## src/rtl/bird_motion.sv

```systemverilog
// bird_motion: vertical physics and IDLE/PLAY/DEAD game-state FSM for the bird.
// Position and velocity update once per frame_tick. A flap seen during a frame
// is remembered until that frame's tick. Score counts pipe-pass pulses while playing.
module bird_motion #(
  parameter int Y_W      = 10,
  parameter int V_W      = 6,
  parameter int SCORE_W  = 8,
  parameter int SCREEN_H = 480,
  parameter int BIRD_H   = 16,
  parameter int START_Y  = 232,
  parameter int GRAVITY  = 1,
  parameter int FLAP_V   = 8,
  parameter int MAX_FALL = 10
) (
  input  logic               clk,
  input  logic               rst,
  input  logic               flap,
  input  logic               frame_tick,
  input  logic               hit,
  input  logic               pipe_passed,
  output logic [Y_W-1:0]     bird_y,
  output logic [V_W-1:0]     bird_vel,
  output logic [1:0]         state,
  output logic [SCORE_W-1:0] score,
  output logic               game_over
);

  typedef enum logic [1:0] {
    IDLE   = 2'd0,
    PLAY   = 2'd1,
    DEAD   = 2'd2,
    UNUSED = 2'd3
  } state_t;

  localparam logic [Y_W-1:0]        START_POS = Y_W'(START_Y);
  localparam logic signed [Y_W+1:0] FLOOR_Y   = (Y_W+2)'(SCREEN_H - BIRD_H);
  localparam logic signed [V_W-1:0] FLAP_VEL  = V_W'(-FLAP_V);
  localparam logic signed [V_W:0]   GRAV_INC  = (V_W+1)'(GRAVITY);
  localparam logic signed [V_W:0]   FALL_MAX  = (V_W+1)'(MAX_FALL);
  localparam logic [SCORE_W-1:0]    SCORE_TOP = {SCORE_W{1'b1}};

  state_t               state_q, state_d;
  logic                 flap_pend, pend_d;
  logic [Y_W-1:0]       y_d;
  logic [V_W-1:0]       vel_d;
  logic [SCORE_W-1:0]   score_d;
  logic                 over_d;

  logic                 flap_now;
  logic signed [V_W:0]  vel_inc;
  logic signed [V_W-1:0] vel_new;
  logic signed [Y_W+1:0] y_new;

  // Candidate physics step: flap overrides gravity; position is widened so it cannot wrap.
  always_comb begin
    flap_now = flap_pend | flap;
    vel_inc  = $signed({bird_vel[V_W-1], bird_vel}) + GRAV_INC;
    if (flap_now)
      vel_new = FLAP_VEL;
    else if (vel_inc > FALL_MAX)
      vel_new = FALL_MAX[V_W-1:0];
    else
      vel_new = vel_inc[V_W-1:0];
    y_new = $signed({2'b00, bird_y}) + (Y_W+2)'(vel_new);
  end

  // Next-state and next-register values for the game FSM.
  always_comb begin
    state_d = state_q;
    pend_d  = flap_pend;
    y_d     = bird_y;
    vel_d   = bird_vel;
    score_d = score;
    over_d  = game_over;
    case (state_q)
      IDLE: begin
        y_d    = START_POS;
        vel_d  = '0;
        pend_d = 1'b0;
        over_d = 1'b0;
        if (flap) begin
          state_d = PLAY;
          score_d = '0;
          pend_d  = 1'b1;
        end
      end
      PLAY: begin
        over_d = 1'b0;
        if (pipe_passed && score != SCORE_TOP)
          score_d = score + 1'b1;
        if (hit) begin
          state_d = DEAD;
          over_d  = 1'b1;
          pend_d  = 1'b0;
        end else if (frame_tick) begin
          pend_d = 1'b0;
          if (y_new < 0) begin
            y_d   = '0;
            vel_d = '0;
          end else if (y_new >= FLOOR_Y) begin
            y_d     = FLOOR_Y[Y_W-1:0];
            vel_d   = '0;
            state_d = DEAD;
            over_d  = 1'b1;
          end else begin
            y_d   = y_new[Y_W-1:0];
            vel_d = vel_new;
          end
        end else if (flap) begin
          pend_d = 1'b1;
        end
      end
      DEAD: begin
        over_d = 1'b1;
        pend_d = 1'b0;
        if (flap) begin
          state_d = IDLE;
          y_d     = START_POS;
          vel_d   = '0;
          over_d  = 1'b0;
        end
      end
      default: begin
        state_d = IDLE;
        y_d     = START_POS;
        vel_d   = '0;
        score_d = '0;
        pend_d  = 1'b0;
        over_d  = 1'b0;
      end
    endcase
  end

  // State and datapath registers with synchronous reset.
  always_ff @(posedge clk) begin
    if (rst) begin
      state_q   <= IDLE;
      bird_y    <= START_POS;
      bird_vel  <= '0;
      score     <= '0;
      game_over <= 1'b0;
      flap_pend <= 1'b0;
    end else begin
      state_q   <= state_d;
      bird_y    <= y_d;
      bird_vel  <= vel_d;
      score     <= score_d;
      game_over <= over_d;
      flap_pend <= pend_d;
    end
  end

  assign state = state_q;

endmodule

```

## config.mk

```make
export PLATFORM = sky130hd
export DESIGN_NAME = bird_motion
export DESIGN_NICKNAME = d
export VERILOG_FILES = /design/src/rtl/bird_motion.sv
export SDC_FILE = /design/constraint.sdc
export NUM_CORES = 1
export LEC_CHECK = 0
export CAP_MARGIN = 20
export CORE_MARGIN = 1
export CORE_UTILIZATION = 40
export CTS_CLUSTER_SIZE = 10
export DETAILED_ROUTE_END_ITERATION = 7
export PLACE_DENSITY = 0.63
export SLEW_MARGIN = 20
export SYNTH_ARGS = -nofsm -noshare
export SYNTH_HDL_FRONTEND = slang
export SYNTH_SLANG_ARGS = --single-unit
export TNS_END_PERCENT = 30
```

## constraint.sdc

```tcl
create_clock -name clk -period 6.7 [get_ports clk]
set_input_delay 2.01 -clock clk [delete_from_list [all_inputs] [get_ports clk]]
set_output_delay 2.01 -clock clk [all_outputs]
set_load 0.005 [all_outputs]
```

==> impl_metrics.toml, run 1 <==
[clock_tree]
numClockSinks = 28
cts_resized = 0
clock_latency_ns = 0.28
hold_buffers = 0
cts-root-buf = "clkbuf_8"
cts_tree = "done"
path_clk_slew_ns = 0.10
cts_buffer_depth = 2
htree_levels = 1
cts_setup_buffers = 0
cts_inserted_buffers = 3

[floorplanning]
dieArea_um2 = 5185
fp.dieH_um = 72.01
dieWidth_um = 72.01
std_cell_rows = 25
ios = 33
start_util_pct = 41.51
core_area_um2 = 4723

[pwr]
powerDensity_nw_per_um2 = 249.9
total_power_uw = 602.6
switching_share_pct = 38.06
pwr-share-seq_pct = 32.0
internal-power_uw = 373.3
comb_power_share_pct = 45.2
ir_worst_vdd_mv = 0.1758
p_switching_uw = 229.3
p_clk_share_pct = 22.7
p_leak_uw = 0.0009403

[worst_setup_path]
worstSetupPathType = "in -> reg"
cp.required_ns = 6.88
end_kind = "flop"
critPathMaxFanout = 9
cp.arrival_ns = 5.63
cp-start-kind = "primary input"

[timing]
min_period_ns = 5.447
hold_viol = 0
rsz0062_at_grt = "no"
setup_viol = 0
worst_pin_slew_ns = 0.8623
worst_clock_skew_ns = 0.003196
finalCritPeriodShare_pct = 81.29
slew_violations = 0
max_clock_freq_mhz = 183.6
relSlewSlack_pct = 42.30
final.setup.tns_ns = 0

[global_route]
grt_use_total_pct = 17.79
antenna_found_initial = 0
grt_pass1_vias = 1628
grt_pass1_wl_um = 7396
grt_max_degree = 17
grt-ovfl-total = 0

[synthesis]
ys_seq_elements = 28
synthCells = 231
synth_edf_count = 0
yosysTopAreaCell = "dfxtp_1"
synth_cell_types = 57
ys_seq_area_share_pct = 28.59
synthTopCellsByArea = "dfxtp_1 (29%), ha_1 (11%), nor2_1 (5.2%), xor2_1 (4.0%), a21oi_1 (3.8%)"
async_flop_share_pct = 0
ys_top_cells_by_count = "dfxtp_1 (28), nor2_1 (27), ha_1 (18), nand2_1 (18), a21oi_1 (15)"
synth_area_per_cell_um2 = 8.488
synth_area_um2 = 1961
yosysMostFrequentCell = "dfxtp_1"
yosys_warnings = 0
syn_nets = 256
synthFlopType = "dfxtp_1"
synth_top_area_share_pct = 28.59

[finish]
multiInputGateArea_um2 = 1338
syn_to_final_growth_pct = 22.97
register_area_um2 = 560.5
finalNetCount = 288
drive_gt1_share_pct = 6.870
fillers = 478
antenna_cells = 0
fin_cells = 329

[place]
dp_hpwl_um = 3461
io_buffers = 32
routabilityCongestion = 0.8820
place_inst = 325

[status]
status = "completed"

[routing]
drc = 0
routed_wl_um = 4436
drtIter0Drc = 67
via_per_inst = 5.325
num_vias = 1752
wl_per_cell_um = 13.48
first_pass_iters = 4
drtAntennaViolNets = 0

[job]
max_cap_viol_count = 0

[hold_path]
hold_path_class = "reg -> reg"
==> final cells by class <==
cell class / count / share of cell area (%)
clock buffers: 3 / 1.713
multi-input cells: 189 / 55.47
inverters: 8 / 1.245
repair buffers: 33 / 13.60
flip-flops and latches: 28 / 23.25
well taps: 67 / 3.477
clock inverters: 1 / 1.245
==> kinds of logic (layout without fill, tap and decap cells) <==
group,Yosys count,in the layout,synth area share (%)
simple gates,82,82,20.74
flops,28,28,28.59
buf+inv,14,45,3.191
compound gates,69,69,26.04
fa+ha+maj,19,19,12.51
xor+xnor,18,18,8.424
mux,1,1,0.5106
==> sequential cells by signal (all words and copies together), names as in the netlist <==
signal and flops:
game_over 1, bird_y 10, state 2, flap_pend 1, score 8, bird_vel 6
==> stage by stage <==
step | instance area [um2] | setup WS [ns] | util [%] | hold WS (ns)
after global placement | 2340 | 0.9863 | 49.54 | 0.4805
after detailed placement | 2340 | 0.9764 | 49.54 | 0.4829
after CTS | 2411 | 1.275 | 51.05 | 0.5029
final | 2411 | 1.253 | 51.05 | 0.5005
after global routing | 2411 | 1.088 | 51.05 | 0.5387
after floorplan | 1961 | 1.735 | - | 0.4691
==> worst max-delay path, stage by stage <==
cell and delay, ns:
clkdlybuf4s50_1 0.62, or4_1 0.23, nor2_1 0.07, ha_1 0.24, fa_1 0.42, a211oi_1 0.36
o21ai_1 0.14, a31oi_1 0.24, xor2_1 0.12, o41a_1 0.50, and4_4 0.21, and4bb_1 0.19
a211o_1 0.25
==> placed cells by master (no fill, tap or decap), types with 3 or more instances in the layout <==
master / netlist / final
clkdlybuf4s50_1: 0 / 32
dfxtp_1: 28 / 28
nor2_1: 27 / 27
nand2_1: 18 / 18
ha_1: 18 / 18
a21oi_1: 15 / 15
nand3_1: 12 / 12
o21ai_0: 10 / 10
xor2_1: 9 / 9
inv_1: 8 / 8
xnor2_1: 8 / 8
a21o_1: 5 / 5
nor2b_1: 4 / 4
nand2b_1: 4 / 4
nand4_1: 4 / 4
a22o_1: 4 / 4
o211ai_1: 3 / 3
a22o_2: 3 / 3
clkbuf_8: 0 / 3
==> final timing paths <==
check	endpoint	from	slack (ns)	depth (start not counted)
max	bird_vel[2]	flap	1.25	13
min reg2reg	bird_y[8]	bird_y[8]	0.50	1
min	bird_y[8]	bird_y[8]	0.50	1
max reg2reg	bird_vel[2]	bird_vel[0]	2.12	18
==> power by group through the flow <==
stage / Clock (uW) / Sequential, uW / Combinational, uW
6_report: 137 / 193 / 273
3_5_place_dp: 0 / 197 / 272
2_1_floorplan: 0 / 196 / 193
5_1_grt: 147 / 197 / 304
3_3_place_gp: 0 / 198 / 271
4_1_cts: 140 / 193 / 273
==> metal layers <==
layer	share of wire [%]	global-route usage (%)	wire length, um	vias up
li1	-	-	-	905
met1	50	23.63	2233	811
met2	45	28.72	2010	31
met3	3.4	3.750	153	5
met4	0.88	6.100	39	0
met5	0	0	0	-
Power figures use the tool's default switching activity.
==> run 2, diff against run 1 <==
--- a/config.mk
+++ b/config.mk
@@ -10,7 +10,7 @@
 export CORE_UTILIZATION = 40
 export CTS_CLUSTER_SIZE = 10
 export DETAILED_ROUTE_END_ITERATION = 7
-export PLACE_DENSITY = 0.63
+export PLACE_DENSITY = 0.65
 export SLEW_MARGIN = 20
 export SYNTH_ARGS = -nofsm -noshare
 export SYNTH_HDL_FRONTEND = slang
==> constraint.sdc (replaced) <==
create_clock -name clk -period 4.5 [get_ports clk]
set_input_delay 1.35 -clock clk [delete_from_list [all_inputs] [get_ports clk]]
set_output_delay 1.35 -clock clk [all_outputs]
set_load 0.005 [all_outputs]
==> run 2 against run 1 <==
Against the previous run:
- register-to-register slack lost 1.8 ns
- global-route usage rose by 1.3 points
- critical path depth shrank 1
- combinational power grew 92%
- worst setup slack worse by 1.2 ns
- critical path type unchanged
- critical endpoint unchanged
- largest cell class unchanged
==> impl_metrics.toml, run 2 (same netlist as run 1, synthesis figures left out) <==
[hold_path]
hold_depth = 2
holdPathEnd = "bird_y[9]"
min_from = "bird_y[9]"
hold_path_class = "reg -> reg"

[place]
io_buffers = 32
dp_hpwl_um = 3790
routabilityCongestion = 0.9009

[routing]
routed_wl_um = 4904
drc = 0
drtIter0Drc = 78
wl_per_cell_um = 13.40
num_vias = 1938
via_per_inst = 5.295
drtAntennaViolNets = 0
first_pass_iters = 4

[worst_setup_path]
slowest_stage = "or4_4"
worst_r2r_path_depth = 17
end_kind = "flop"
cp-start-kind = "primary input"
r2r-end = "bird_vel[2]"
cp.arrival_ns = 4.59
critPathMaxFanout = 3
ff2ff_setup_slack_ns = 0.28
cp_cell_sequence = "clkdlybuf4s50_1, or4_4, nor2_2, ha_1, o211ai_1, o2111ai_2, a21oi_2, a21boi_2, o41a_1, and4_4, and4bb_1, a211o_1"
worstSetupPathType = "in -> reg"
critPathMaxStageDelay_ns = 0.59
r2r-start = "bird_vel[1]"
cp.required_ns = 4.68

[clock_tree]
clock_latency_ns = 0.28
hold_buffers = 0
numClockSinks = 28
cts_inserted_buffers = 3
htree_levels = 1
cts_tree = "done"
path_clk_slew_ns = 0.10
cts-root-buf = "clkbuf_8"
cts_buffer_depth = 2

[floorplanning]
core_area_um2 = 4723
start_util_pct = 41.51
dieWidth_um = 72.01
fp.dieH_um = 72.01
dieArea_um2 = 5185
std_cell_rows = 25
ios = 33

[timing]
relSlewSlack_pct = 43.04
worst_pin_slew_ns = 0.8512
worst_clock_skew_ns = 0.002532
hold_viol = 0
max_clock_freq_mhz = 227.1
rsz0062_at_grt = "yes"
finalCritPeriodShare_pct = 97.87
min_period_ns = 4.404
whs_ns = 0.4918
setup_viol = 0
slew_violations = 0

[pwr]
ir_worst_vdd_mv = 0.1648
p_leak_uw = 0.001123
powerDensity_nw_per_um2 = 371.3
total_power_uw = 1018

[global_route]
grt-ovfl-total = 0
grt_use_total_pct = 19.14
antenna_found_initial = 0
grt_pass1_vias = 1727
grt_busiest_layer = "met2"
grt_max_degree = 17
grt_pass1_wl_um = 7831
use_met1_pct = 26.18
met2_usage_pct = 31.76
use_met3_pct = 2.083

[finish]
finalNetCount = 325
fillers = 460
largest_reg_flops = 10
antenna_cells = 0
top_register = "bird_y"
reg_top3 = "bird_y: 10 flops, score: 8 flops, bird_vel: 6 flops"
layout_commonest_cell = "buf_4"
syn_to_final_growth_pct = 39.89
layout.cells.most_common_list = "buf_4 (38), clkdlybuf4s50_1 (32), dfxtp_1 (28)"
post-route-util_pct = 58.07
drive_gt1_share_pct = 22.07

[job]
max_cap_viol_count = 0

[status]
status = "completed"
[run 2: cell types whose count changed in the layout (fill, tap and decap cells not counted), sizes merged]
| cell | delta |
|---|---|
| buf | +37 |
[run 2: what timing repair did]
action	in CTS	in global routing
setup endpoints to repair	0	15
hold endpoints to repair	0	0
gates resized for setup	0	13
buffers inserted	0	1
[run 2: layout make-up]
cell class | instances | area (um2) | share of cell area [%]
Tap cell | 67 | 83.83 | 3.057
Sequential cell | 28 | 560.5 | 20.44
Inverter | 8 | 30.03 | 1.095
Clock buffer | 3 | 41.29 | 1.505
Multi-Input combinational cell | 189 | 1391 | 50.73
Clock inverter | 1 | 30.03 | 1.095
Timing Repair Buffer | 70 | 605.6 | 22.08
[run 2: worst max-delay path by stage]
stage	startpoint	endpoint	slack, ns	depth (start not counted)
floorplan	flap	bird_vel[2]	0.19	13
global placement	flap	bird_y[8]	-0.22	12
detailed placement	flap	state[1]	-0.25	13
CTS	flap	bird_y[7]	0.03	11
global route	flap	state[1]	0.01	14
finish	flap	bird_vel[2]	0.1	12
[run 2: through the flow]
stage | cell area [um2] | TNS [ns] | std cells | worst slack (ns)
floorplan | 1961 | 0 | 231 | 0.1949
global placement | 2610 | -2.957 | 361 | -0.2243
detailed placement | 2610 | -3.116 | 361 | -0.2503
CTS | 2681 | 0 | 365 | 0.02907
global route | 2743 | 0 | 366 | 0.01204
finish | 2743 | 0 | 366 | 0.09605
[run 2: routing by layer]
layer | wire length [um] | up-vias | part of all wire (%)
li1 | - | 987 | -
met1 | 2390 | 905 | 49
met2 | 2262 | 40 | 46
met3 | 170 | 6 | 3.5
met4 | 81 | 0 | 1.7
met5 | 0 | - | 0
[run 2: power breakdown]
group | total [uW] | switching, uW | internal (uW)
combinational | 523 | 265 | 258
sequential | 289 | 19.8 | 269
clock | 207 | 87.3 | 119
total | 1020 | 373 | 646
[run 2: worst max-delay path, delay by kind of cell]
kind / cells / cell delay (ns)
AOI/OAI and AO/OA: 6 / 1.44
and+or+nand+nor: 4 / 1.08
buffers and inverters: 1 / 0.45
adders and majority gates: 1 / 0.27
